## src/rtl/rv_defs.sv

```systemverilog
// Shared RV32I decode definitions for the id/ex boundary: widths, opcodes,
// funct3 values and the bundle handed from the issue stage to ex.
package rv_defs;

    localparam int XLEN   = 32;
    localparam int REG_AW = 5;

    localparam logic [6:0] T_BUBBLE   = 7'h00;
    localparam logic [6:0] OPC_OP_IMM = 7'b0010011;
    localparam logic [6:0] OPC_OP     = 7'b0110011;

    localparam logic [2:0] F3_ADD  = 3'b000;
    localparam logic [2:0] F3_SLL  = 3'b001;
    localparam logic [2:0] F3_SLT  = 3'b010;
    localparam logic [2:0] F3_SLTU = 3'b011;
    localparam logic [2:0] F3_XOR  = 3'b100;
    localparam logic [2:0] F3_SR   = 3'b101;
    localparam logic [2:0] F3_OR   = 3'b110;
    localparam logic [2:0] F3_AND  = 3'b111;

    typedef struct packed {
        logic [6:0]        t;
        logic [2:0]        st;
        logic              sst;
        logic [XLEN-1:0]   n1;
        logic [XLEN-1:0]   n2;
        logic [REG_AW-1:0] wa;
        logic              we;
    } bundle_t;

    // No-operation bundle: everything zero except the bubble opcode.
    function automatic bundle_t bubble();
        bundle_t b;
        b   = '0;
        b.t = T_BUBBLE;
        return b;
    endfunction

endpackage

```

## src/rtl/id_decode.sv

```systemverilog
// Pure combinational decode of one RV32I word into the ex bundle.
// Register addresses come out here so the top can forward against them;
// the forwarded operand values come back in as v1/v2.
module id_decode
    import rv_defs::*;
(
    input  logic [31:0]       s,
    input  logic [XLEN-1:0]   v1,
    input  logic [XLEN-1:0]   v2,
    output logic [REG_AW-1:0] rs1_addr,
    output logic [REG_AW-1:0] rs2_addr,
    output bundle_t           b,
    output logic              illegal
);

    assign rs1_addr = s[19:15];
    assign rs2_addr = s[24:20];

    // Opcode decode; anything outside OP/OP-IMM becomes a flagged bubble.
    always_comb begin
        b       = bubble();
        illegal = 1'b0;
        case (s[6:0])
            OPC_OP_IMM: begin
                b.t  = OPC_OP_IMM;
                b.st = s[14:12];
                b.n1 = v1;
                if (s[14:12] == F3_SLL || s[14:12] == F3_SR) begin
                    // Shift-immediate: shamt only, bit 30 picks SRAI vs SRLI.
                    b.n2  = {{(XLEN-5){1'b0}}, s[24:20]};
                    b.sst = s[30];
                end else begin
                    b.n2  = {{(XLEN-12){s[31]}}, s[31:20]};
                    b.sst = 1'b0;
                end
                b.wa = s[11:7];
                b.we = |s[11:7];
            end
            OPC_OP: begin
                b.t   = OPC_OP;
                b.st  = s[14:12];
                b.sst = s[30];
                b.n1  = v1;
                b.n2  = v2;
                b.wa  = s[11:7];
                b.we  = |s[11:7];
            end
            default: begin
                illegal = 1'b1;
            end
        endcase
    end

endmodule

```

## src/rtl/id_issue.sv

```systemverilog
// Decode/issue stage: valid/ready intake with a one-entry skid buffer,
// regfile read with EX/WB forwarding, and a registered bundle into ex.
// inst_ready is a flop, so stalls never form a combinational ready path.
module id_issue
    import rv_defs::*;
(
    input  logic              clk,
    input  logic              rst,
    input  logic              inst_valid,
    output logic              inst_ready,
    input  logic [31:0]       inst,
    output logic [REG_AW-1:0] rs1_addr,
    output logic [REG_AW-1:0] rs2_addr,
    input  logic [XLEN-1:0]   rs1_data,
    input  logic [XLEN-1:0]   rs2_data,
    input  logic [REG_AW-1:0] ex_wa,
    input  logic              ex_we,
    input  logic [XLEN-1:0]   ex_wn,
    input  logic [REG_AW-1:0] wb_wa,
    input  logic              wb_we,
    input  logic [XLEN-1:0]   wb_wn,
    input  logic              stall,
    input  logic              flush,
    output logic [6:0]        t_o,
    output logic [2:0]        st_o,
    output logic              sst_o,
    output logic [XLEN-1:0]   n1_o,
    output logic [XLEN-1:0]   n2_o,
    output logic [REG_AW-1:0] wa_o,
    output logic              we_o,
    output logic              illegal_o
);

    logic [31:0]     skid;
    logic            skid_full;
    logic [31:0]     src;
    logic            fire;
    logic [XLEN-1:0] v1, v2;
    bundle_t         dec_b;
    logic            dec_ill;
    bundle_t         out_q;
    logic            ill_q;

    assign fire = inst_valid & inst_ready;
    // A held skid entry always goes first so ordering is preserved.
    assign src  = skid_full ? skid : inst;

    id_decode u_dec (
        .s        (src),
        .v1       (v1),
        .v2       (v2),
        .rs1_addr (rs1_addr),
        .rs2_addr (rs2_addr),
        .b        (dec_b),
        .illegal  (dec_ill)
    );

    // Operand 1 forwarding: x0, then EX, then WB, then regfile.
    always_comb begin
        v1 = rs1_data;
        if (rs1_addr == '0)                     v1 = '0;
        else if (ex_we && ex_wa == rs1_addr)    v1 = ex_wn;
        else if (wb_we && wb_wa == rs1_addr)    v1 = wb_wn;
    end

    // Operand 2 forwarding, same priority as operand 1.
    always_comb begin
        v2 = rs2_data;
        if (rs2_addr == '0)                     v2 = '0;
        else if (ex_we && ex_wa == rs2_addr)    v2 = ex_wn;
        else if (wb_we && wb_wa == rs2_addr)    v2 = wb_wn;
    end

    // Skid/ready/output register update: flush beats stall beats issue.
    always_ff @(posedge clk) begin
        if (!rst) begin
            out_q      <= '0;
            ill_q      <= 1'b0;
            skid       <= '0;
            skid_full  <= 1'b0;
            inst_ready <= 1'b1;
        end else if (flush) begin
            out_q      <= bubble();
            ill_q      <= 1'b0;
            skid_full  <= 1'b0;
            inst_ready <= 1'b1;
        end else if (stall) begin
            // Outputs hold, but the illegal pulse must not repeat.
            ill_q <= 1'b0;
            if (fire) begin
                skid       <= inst;
                skid_full  <= 1'b1;
                inst_ready <= 1'b0;
            end
        end else if (skid_full) begin
            out_q      <= dec_b;
            ill_q      <= dec_ill;
            skid_full  <= 1'b0;
            inst_ready <= 1'b1;
        end else if (fire) begin
            out_q <= dec_b;
            ill_q <= dec_ill;
        end else begin
            out_q <= bubble();
            ill_q <= 1'b0;
        end
    end

    assign t_o       = out_q.t;
    assign st_o      = out_q.st;
    assign sst_o     = out_q.sst;
    assign n1_o      = out_q.n1;
    assign n2_o      = out_q.n2;
    assign wa_o      = out_q.wa;
    assign we_o      = out_q.we;
    assign illegal_o = ill_q;

endmodule

```

## config.mk

```make
export PLATFORM = sky130hd
export DESIGN_NAME = id_issue
export DESIGN_NICKNAME = d
export VERILOG_FILES = /design/src/rtl/rv_defs.sv /design/src/rtl/id_decode.sv /design/src/rtl/id_issue.sv
export SDC_FILE = /design/constraint.sdc
export NUM_CORES = 1
export LEC_CHECK = 0
export ABC_AREA = 1
export CAP_MARGIN = 20
export CORE_AREA = 2 2 174 91
export CTS_BUF_LIST = sky130_fd_sc_hd__clkbuf_4 sky130_fd_sc_hd__clkbuf_8
export CTS_CLUSTER_DIAMETER = 200
export CTS_CLUSTER_SIZE = 12
export DETAILED_ROUTE_END_ITERATION = 8
export DIE_AREA = 0 0 176 93
export GPL_TIMING_DRIVEN = 0
export PLACE_DENSITY = 0.92
export SLEW_MARGIN = 30
export SYNTH_ARGS = -nofsm -noshare
export SYNTH_HDL_FRONTEND = slang
export SYNTH_SLANG_ARGS = --single-unit
```

## constraint.sdc

```tcl
create_clock -name clk -period 1.9 [get_ports clk]
set_clock_uncertainty 0.1 [all_clocks]
set_input_delay 0.38 -clock clk [delete_from_list [all_inputs] [get_ports clk]]
set_output_delay 0.38 -clock clk [all_outputs]
set_load 0.01 [all_outputs]
```

==> run_results.csv, run 1 <==
group,metric,value,unit
run_status,status,"complete, but fails checks",
run_status,violations,"setup timing",
logic_synthesis,synthArstFlopShare,0,
critical_path,r2r-end,"n1_o[7]",
timing,relSlewSlack,0.570,
final_layout,nets,1573,
timing,timing.final.crit_share,1.11,
floorplan,die_x,176,um
placement,io_buffers,266,
grt,grt_pass1_wl,42.8,mm
clock_network,cts-root-buf,"clkbuf_8",
routing,drt-wirelength-per-cell,17.8,um
floorplan,ios,270,
clock_network,h-tree-depth,3,
logic_synthesis,synth_top_area_cell,"dfxtp_1",
logic_synthesis,synth_seq_area_share,0.342,
logic_synthesis,ys_ff_latch,111,
critical_path,path_class,"input pin to register",
critical_path,r2r-start,"skid_full",
routing,dr.pass1.iters,8,
run,maxCapViolCount,0,
timing,worstMarginPinSlew,0.644,ns
logic_synthesis,synth_top_area_frac,0.342,
critical_path,end_kind,"register",
clock_network,clock-sinks,111,
logic_synthesis,syn_area_per_cell,5.95,um^2
clock_network,numCtsBuffers,9,
logic_synthesis,syn_area,6500,um^2
worst_hold_path,worst_hold_path_type,"register to register",
placement,gp_congestion,0.954,
clock_network,cts_max_path_buffers,2,
power,power_leakage,4.91,nW
critical_path,cp_data_arrival_time,2.33,ns
critical_path,crit_path_start,"rst",
routing,drtIter0Drc,947,
routing,drc,0,
final_layout,drive_gt1_frac,0.132,
final_layout,utilization,0.690,
placement,dp_hpwl,22.3,mm
timing,finalSetupViolations,69,
routing,vias,8586,
clock_network,cts_hold_buffers,0,
final_layout,nFillCells,1292,
floorplan,initial_core_util,0.436,
logic_synthesis,ys_warn_count,0,
timing,finalWorstSetupSlack,-0.202,ns
critical_path,cp_max_fo,10,
power,peakVddDrop,359,uV
critical_path,start_kind,"input pin",
routing,totalWireLength,28.6,mm
clock_network,cts_tree,"yes",
grt,antenna_found_initial,1,
grt,grt_pass1_vias,7967,
final_layout,synthToLayoutAreaGrowth,58.3,%
timing,slew_violations,0,
logic_synthesis,ys.flop_type,"dfxtp_1",
logic_synthesis,synthTopCellsByCount,"nand2_1 (420), nor2_1 (183), nand3_1 (115), dfxtp_1 (111), o21ai_0 (46)",
logic_synthesis,syn_inst,1093,
clock_network,clock_latency,0.39,ns
routing,antenna_left,0,
logic_synthesis,synthTopCellsByArea,"dfxtp_1 (34%), nand2_1 (24%), nor2_1 (11%)",
critical_path,r2r.worst_path.cells,13,
timing,min_period,2.10,ns
clock_network,clk_pin_slew,0.13,ns
power,cellPowerDensity,500,nW/um^2
grt,grt_usage,0.341,
grt,grt_max_degree,24,
routing,avgViaCountPerCell,5.35,
critical_path,critPathCapture,"n2_o[29]",
final_layout,n_antenna_cell,0,
timing,rsz0062_at_grt,"yes",
floorplan,dieArea,16400,um^2
timing,hold_viol,0,
floorplan,die_y,93,um
logic_synthesis,synth_edf_count,0,
placement,place_ws,-1.15,ns
critical_path,worst_ep_required_time,2.13,ns
floorplan,coreArea,14900,um^2
critical_path,r2r_slack,-0.18,ns
timing,max_freq,476,MHz
logic_synthesis,synthDistinctLibCells,32,
floorplan,rows,32,
logic_synthesis,synth_most_common_cell,"nand2_1",
grt,gr-total-overflow,0,
## what timing repair did
item                       in CTS  in global routing
buffers inserted               15                  4
resized for setup             133                 70
hold endpoints to repair        0                  0
setup endpoints to repair     120                114
cloned                          3                  2
pin swaps                      14                  9
## cells in the final DEF, fill, tap and decap left out, types with 3 or more instances in the layout
cell type / instances
nand2_1: 406
a22o_1: 3
clkbuf_8: 9
nand3_2: 5
nor2_4: 13
clkbuf_1: 10
buf_6: 29
conb_1: 3
clkinv_8: 4
a21oi_1: 16
clkbuf_4: 3
clkdlybuf4s15_2: 4
nor2_2: 7
inv_1: 35
dfxtp_1: 109
nand2_4: 6
nor2_1: 172
inv_2: 5
nand4_1: 34
clkdlybuf4s50_1: 253
nand3_4: 5
nor3_1: 7
buf_2: 7
buf_4: 40
o21ai_0: 45
buf_8: 4
nand2_2: 19
clkbuf_2: 9
nand3_1: 110
a21oi_2: 3
## sequential cells by signal, summed over array words and instances (netlist names)
signal      count
n1_o           32
n2_o           32
skid           32
wa_o            5
st_o            3
t_o             2
illegal_o       1
inst_ready      1
skid_full       1
sst_o           1
we_o            1
## critical path, cell delays in order
cell	delay [ns]
clkdlybuf4s50_1	0.57
inv_1	0.08
nor2_2	0.20
inv_2	0.13
nor2_4	0.12
buf_4	0.16
clkbuf_1	0.48
nand2_1	0.13
nand2_1	0.07
## worst min path at each step
stage / from / endpoint / slack, ns / depth (start not counted)
after floorplan: skid[10] / skid[10] / 0.37 / 2
final: n1_o[15] / n1_o[15] / 0.36 / 2
after detailed placement: n1_o[29] / n1_o[29] / 0.34 / 2
after CTS: n1_o[15] / n1_o[15] / 0.36 / 2
after global placement: n1_o[31] / n1_o[31] / 0.34 / 2
after global routing: n1_o[12] / n1_o[12] / 0.37 / 2
## layout make-up
type	count	area [um^2]	area share
Inverter	42	163	0.0158
Timing Repair Buffer	289	2840	0.276
Clock inverter	7	93.8	0.00911
Multi-Input combinational cell	871	4010	0.389
Tap cell	204	255	0.0248
Sequential cell	111	2230	0.217
Buffer	72	586	0.0569
Clock buffer	9	124	0.0120
## cells by family (layout without fill, tap and decap cells)
kind of cell	Yosys count	after routing	share of synthesized area
buffers and inverters	114	419	0.0816
DFF	111	111	0.342
other	1	3	0.000576
AOI/OAI and AO/OA	78	78	0.0648
xor gates and xnor gates	2	2	0.00269
and+or+nand+nor	786	787	0.507
muxes	1	1	0.00154
## per-layer routing
layer	share of wire	GRT usage
met1	0.44	0.483
met2	0.41	0.507
met3	0.13	0.101
met4	0.022	0.0833
met5	0	0
## where the power goes
part	internal [mW]	switching, mW	total, mW
Clock	0.542	0.982	1.52
Combinational	0.606	0.630	1.24
Sequential	2.36	0.0231	2.39
## metrics by stage
stage               instance area [um^2]  instances  TNS, ns  power [mW]  hold WS, ns
floorplan                           6510       1095        0        2.89        0.370
global placement                    9430       1565   -88.88        3.49        0.337
detailed placement                  9430       1565   -96.53        3.50        0.338
CTS                                10100       1599    -4.83        5.08        0.363
global route                       10300       1605   -15.19        5.35        0.374
finish                             10300       1605    -8.90        5.15        0.361
Note: power is estimated with default switching activity, not from simulation.
==> inputs of run 2 (changes only) <==
RECOVER_POWER = 50   (was default)
==> run 2 against run 1 <==
The flow still finishes with violations (setup timing). Sequential share of layout area about the same. Final cell count unchanged. Global-route usage unchanged. Design area decreased by 0.12%. Power about the same. Fmax increased by 0.87%. Critical path depth increased by 4. Largest cell class unchanged.
==> run_results.csv, run 2 (synthesis results as in run 1) <==
group,metric,value,unit
run_status,status,"complete, but fails checks",
run_status,violations,"setup timing",
critical_path,critPathTopFamily,"simple AND/OR/NAND/NOR gates",
critical_path,crit_chain,"buf_4, nand2_1, nand2_2, inv_1, nand2_1, nand2_1, a21oi_4, nand3_4, buf_6, nand2_2, nand3_1, nand2_1, nand2_1",
grt,gr-total-overflow,0,
timing,slew_violations,0,
timing,hold_viol,0,
routing,antenna_left,0,
clock_network,numCtsBuffers,9,
floorplan,die_y,93,um
clock_network,clock-sinks,111,
critical_path,cp_num_buf_inv,3,
placement,dp_hpwl,22.3,mm
timing,rsz0062_at_grt,"yes",
critical_path,slowest_delay,0.42,ns
timing,worstMarginPinSlew,0.626,ns
placement,numPlacedInstances,1565,
critical_path,crit_top_cell,"nand2_1",
clock_network,cts_tree,"yes",
routing,drc,0,
floorplan,coreArea,14900,um^2
final_layout,synthToLayoutAreaGrowth,58.1,%
timing,max_freq,480,MHz
critical_path,cp_data_arrival_time,2.28,ns
timing,timing.final.crit_share,1.10,
routing,dr.pass1.iters,8,
grt,grt_max_degree,24,
power,power_leakage,4.89,nW
timing,relSlewSlack,0.583,
floorplan,ios,270,
critical_path,crit_slowest_cell,"dfxtp_4",
routing,totalWireLength,28.6,mm
final_layout,multi_input_area,4010,um^2
final_layout,fin_cells,1605,
critical_path,worst_ep_required_time,2.10,ns
floorplan,initial_core_util,0.436,
placement,place_ws,-1.15,ns
worst_hold_path,min_path_cells,2,
clock_network,clock_latency,0.39,ns
final_layout,layout_common_cells,"nand2_1 (406), clkdlybuf4s50_1 (252), nor2_1 (172)",
final_layout,utilization,0.689,
worst_hold_path,min_to,"n1_o[15]",
critical_path,r2r.worst_path.cells,13,
timing,finalSetupViolations,70,
routing,drtIter0Drc,936,
critical_path,crit_path_start,"skid_full",
floorplan,dieArea,16400,um^2
power,cellPowerDensity,500,nW/um^2
placement,io_buffers,266,
routing,avgViaCountPerCell,5.35,
critical_path,r2r_slack,-0.18,ns
grt,grt_pass1_vias,7967,
grt,grt_pass1_wl,42.8,mm
timing,min_period,2.08,ns
run,maxCapViolCount,0,
final_layout,n_antenna_cell,0,
critical_path,cp_max_fo,7,
floorplan,die_x,176,um
timing,finalWorstSetupSlack,-0.184,ns
final_layout,nFillCells,1297,
final_layout,drive_gt1_frac,0.131,
critical_path,start_kind,"register",
critical_path,r2r-end,"n1_o[7]",
clock_network,h-tree-depth,3,
final_layout,final_common_cell,"nand2_1",
worst_hold_path,holdCritStartpoint,"n1_o[15]",
final_layout,layout.area.seq,2230,um^2
clock_network,cts-root-buf,"clkbuf_8",
placement,gp_congestion,0.954,
worst_hold_path,worst_hold_path_type,"register to register",
power,finalPower,5.15,mW
critical_path,r2r-start,"skid_full",
grt,antenna_found_initial,1,
clock_network,cts_max_path_buffers,2,
critical_path,end_kind,"register",
critical_path,path_class,"register to register",
power,peakVddDrop,361,uV
grt,grt_usage,0.341,
routing,vias,8594,
floorplan,rows,32,
final_layout,nets,1573,
clock_network,clk_pin_slew,0.13,ns
routing,drt-wirelength-per-cell,17.8,um
-- run 2: power breakdown --
part	switching, mW	leakage, nW	internal [mW]
clock network	0.983	0.107	0.542
logic	0.628	3.88	0.605
registers	0.0232	0.899	2.37
-- run 2: how the worst max path moves through the flow --
stage                to  slack [ns]  cells past startpoint
6_report        n1_o[7]       -0.18                     13
5_1_grt         n2_o[2]       -0.27                     13
4_1_cts        n2_o[15]       -0.11                     14
3_5_place_dp   n1_o[25]       -1.15                      8
3_3_place_gp   n2_o[24]       -1.05                      8
2_1_floorplan   n1_o[0]        0.11                     13
-- run 2: timing repair --
item	in CTS	in global routing
endpoints found under the setup margin	120	114
cloned	3	2
resized for setup	133	70
pin swaps	14	9
hold buffers	0	0
buffers inserted	15	4
-- run 2: worst reg2reg max path: cells and delay by family, from the launching register on --
kind | cells | cell delay (ns)
buffers and inverters | 3 | 0.44
AO/OA/AOI/OAI | 1 | 0.17
flip-flops | 1 | 0.42
AND/OR/NAND/NOR | 9 | 0.85
-- run 2: area by class of cell --
class,instances,area share
inverters,42,0.0158
plain buffers,72,0.0569
flip-flops and latches,111,0.216
well taps,204,0.0248
multi-input cells,871,0.390
clock inverters,7,0.00912
repair buffers,289,0.275
clock buffers,9,0.0120
-- run 2: through the flow --
stage | hold WS, ns | setup TNS [ns] | cell area [um^2]
detailed placement | 0.338 | -96.53 | 9430
global placement | 0.337 | -88.88 | 9430
floorplan | 0.370 | 0 | 6510
finish | 0.361 | -8.66 | 10300
global route | 0.374 | -16.33 | 10300
CTS | 0.363 | -4.83 | 10100
-- run 2: metal layers --
| metal | GRT usage | wire length, um | share of wire |
|---|---|---|---|
| met5 | 0 | 13 | 0.00045 |
| met1 | 0.483 | 12500 | 0.44 |
| met2 | 0.507 | 11800 | 0.41 |
| met4 | 0.0833 | 605 | 0.021 |
| met3 | 0.101 | 3680 | 0.13 |
==> inputs of run 3 (changes only) <==
CORE_AREA = 2 2 184 96   (was 2 2 174 91)
DIE_AREA = 0 0 186 98   (was 0 0 176 93)
PLACE_DENSITY = 0.87   (was 0.92)
SETUP_SLACK_MARGIN = 0.02   (was default)
clock period = 1.8 ns   (was 1.9 ns; I/O delays follow)
==> run 3 against run 2 <==
The run still ends with setup timing left. Non-clock buffer count is 11 higher. Largest power group unchanged. Combinational power is 11% higher. Power is 9.3% higher. Final cell count is 2.6% higher. Highest routed layer is now met4. Register-to-register slack worse by 0.18 ns. Design area is 2.7% higher. First-iteration DRC count is 17% lower. Via count is 0.42% higher. Fmax is 3.7% lower. Core utilization is 6.0 points lower.
==> run_results.csv, run 3 (synthesis results as in run 1) <==
group,metric,value,unit
run_status,status,"complete, but fails checks",
run_status,violations,"setup timing",
routing,drtIter0Drc,781,
timing,finalWorstSetupSlack,-0.364,ns
worst_hold_path,holdCritStartpoint,"rst",
final_layout,final_common_cell,"nand2_1",
critical_path,r2r-start,"skid_full",
critical_path,r2r.worst_path.cells,12,
run,maxCapViolCount,0,
critical_path,start_kind,"register",
grt,grt_pass1_vias,7797,
critical_path,crit_slowest_cell,"dfxtp_4",
floorplan,die_y,98,um
worst_hold_path,worst_hold_path_type,"input pin to register",
routing,vias,8630,
timing,slew_violations,0,
critical_path,r2r_slack,-0.36,ns
clock_network,cts_max_path_buffers,2,
grt,grt_max_degree,25,
critical_path,slowest_delay,0.45,ns
clock_network,clk_pin_slew,0.13,ns
clock_network,clock_latency,0.40,ns
power,peakVddDrop,340,uV
routing,drt-wirelength-per-cell,18.2,um
critical_path,cp_data_arrival_time,2.37,ns
final_layout,n_antenna_cell,0,
clock_network,cts-root-buf,"clkbuf_8",
grt,antenna_found_initial,0,
routing,antenna_left,0,
routing,totalWireLength,30.0,mm
power,cellPowerDensity,533,nW/um^2
critical_path,worst_ep_required_time,2.01,ns
timing,setup-tns-final,-17.83,ns
final_layout,synthToLayoutAreaGrowth,62.3,%
placement,gp_congestion,0.924,
critical_path,path_class,"register to register",
clock_network,clock-sinks,111,
grt,grt_pass1_wl,43.5,mm
timing,rsz0062_at_grt,"yes",
critical_path,crit_chain,"inv_6, buf_8, nand2_2, nand2_4, xor2_2, a21oi_4, nand3_4, buf_6, nor2_1, nor2_1, nand2_1, nand2_1",
worst_hold_path,min_to,"skid[5]",
timing,hold_viol,0,
grt,gr-total-overflow,0,
floorplan,initial_core_util,0.387,
final_layout,nets,1584,
floorplan,coreArea,16800,um^2
critical_path,critPathTopFamily,"simple AND/OR/NAND/NOR gates",
critical_path,end_kind,"register",
placement,io_buffers,266,
routing,dr.pass1.iters,5,
floorplan,die_x,186,um
final_layout,layout_common_cells,"nand2_1 (399), clkdlybuf4s50_1 (178), nor2_1 (165)",
timing,max_freq,462,MHz
routing,avgViaCountPerCell,5.24,
timing,relSlewSlack,0.598,
final_layout,drive_gt1_frac,0.154,
timing,timing.final.crit_share,1.20,
critical_path,cp_num_buf_inv,3,
floorplan,dieArea,18200,um^2
power,finalPower,5.63,mW
timing,worstMarginPinSlew,0.603,ns
clock_network,numCtsBuffers,9,
floorplan,ios,270,
critical_path,cp_max_fo,10,
grt,grt_usage,0.312,
timing,finalSetupViolations,73,
floorplan,rows,34,
power,power_leakage,5.24,nW
routing,drc,0,
placement,dp_hpwl,22.9,mm
worst_hold_path,min_path_cells,3,
clock_network,cts_tree,"yes",
clock_network,h-tree-depth,3,
critical_path,r2r-end,"n1_o[7]",
timing,min_period,2.16,ns
run 3: cell types whose count changed in the layout (fill, tap and decap cells not counted), sizes merged, moves of 3 or more:
cell           change
buf                +7
clkbuf             +6
clkdlybuf4s25     +22
clkdlybuf4s50     -74
clkinv             -3
dlygate4sd2       +51
inv                +3
run 3: cell type report:
cell class | instances | area (um^2)
Buffer | 72 | 594
Clock buffer | 9 | 124
Multi-Input combinational cell | 871 | 4110
Inverter | 42 | 165
Sequential cell | 111 | 2230
Tap cell | 234 | 293
Timing Repair Buffer | 300 | 2950
Fill cell | 1548 | 6240
Clock inverter | 7 | 96.3
run 3: worst min-delay path: stages:
cell,delay (ns)
dlymetal6s2s_1,0.18
o21ai_0,0.10
a21oi_1,0.04
run 3: where the power goes:
| part | internal [mW] | leakage (nW) | switching, mW |
|---|---|---|---|
| combinational | 0.669 | 4.23 | 0.703 |
| sequential | 2.50 | 0.900 | 0.0252 |
| clock | 0.599 | 0.110 | 1.13 |
run 3: worst max-delay path by stage:
| stage | cells after the start | start | to | slack [ns] |
|---|---|---|---|---|
| floorplan | 14 | skid_full | n1_o[0] | 0.04 |
| global placement | 8 | rst | we_o | -1.21 |
| detailed placement | 8 | rst | n1_o[20] | -1.28 |
| CTS | 14 | skid_full | n2_o[6] | -0.25 |
| global route | 12 | skid_full | n1_o[24] | -0.44 |
| finish | 12 | skid_full | n1_o[7] | -0.36 |
run 3: routing by layer:
metal | routed length (um) | track usage | share of wire | vias to the layer above
met5 | 0 | 0 | 0 | -
met4 | 453 | 0.0588 | 0.015 | 0
met3 | 3510 | 0.0768 | 0.12 | 48
met2 | 11900 | 0.444 | 0.40 | 524
met1 | 14100 | 0.474 | 0.47 | 3932
li1 | - | - | - | 4126
run 3: what timing repair did:
item,in CTS,in global routing
endpoints found under the setup margin,174,123
hold buffers,0,0
cloned,1,3
gates resized for setup,175,122
pin swaps,15,11
setup buffers,18,13
run 3: through the flow:
stage          std cells  hold slack (ns)  area (um^2)  setup slack [ns]   util
2_1_floorplan       1095            0.370         6540            0.0437      -
3_3_place_gp        1595            0.336         9490             -1.21  0.565
3_5_place_dp        1595            0.338         9490             -1.28  0.565
4_1_cts             1630            0.362        10100            -0.248  0.602
5_1_grt             1646            0.227        10600            -0.445  0.628
6_report            1646            0.220        10600            -0.364  0.628
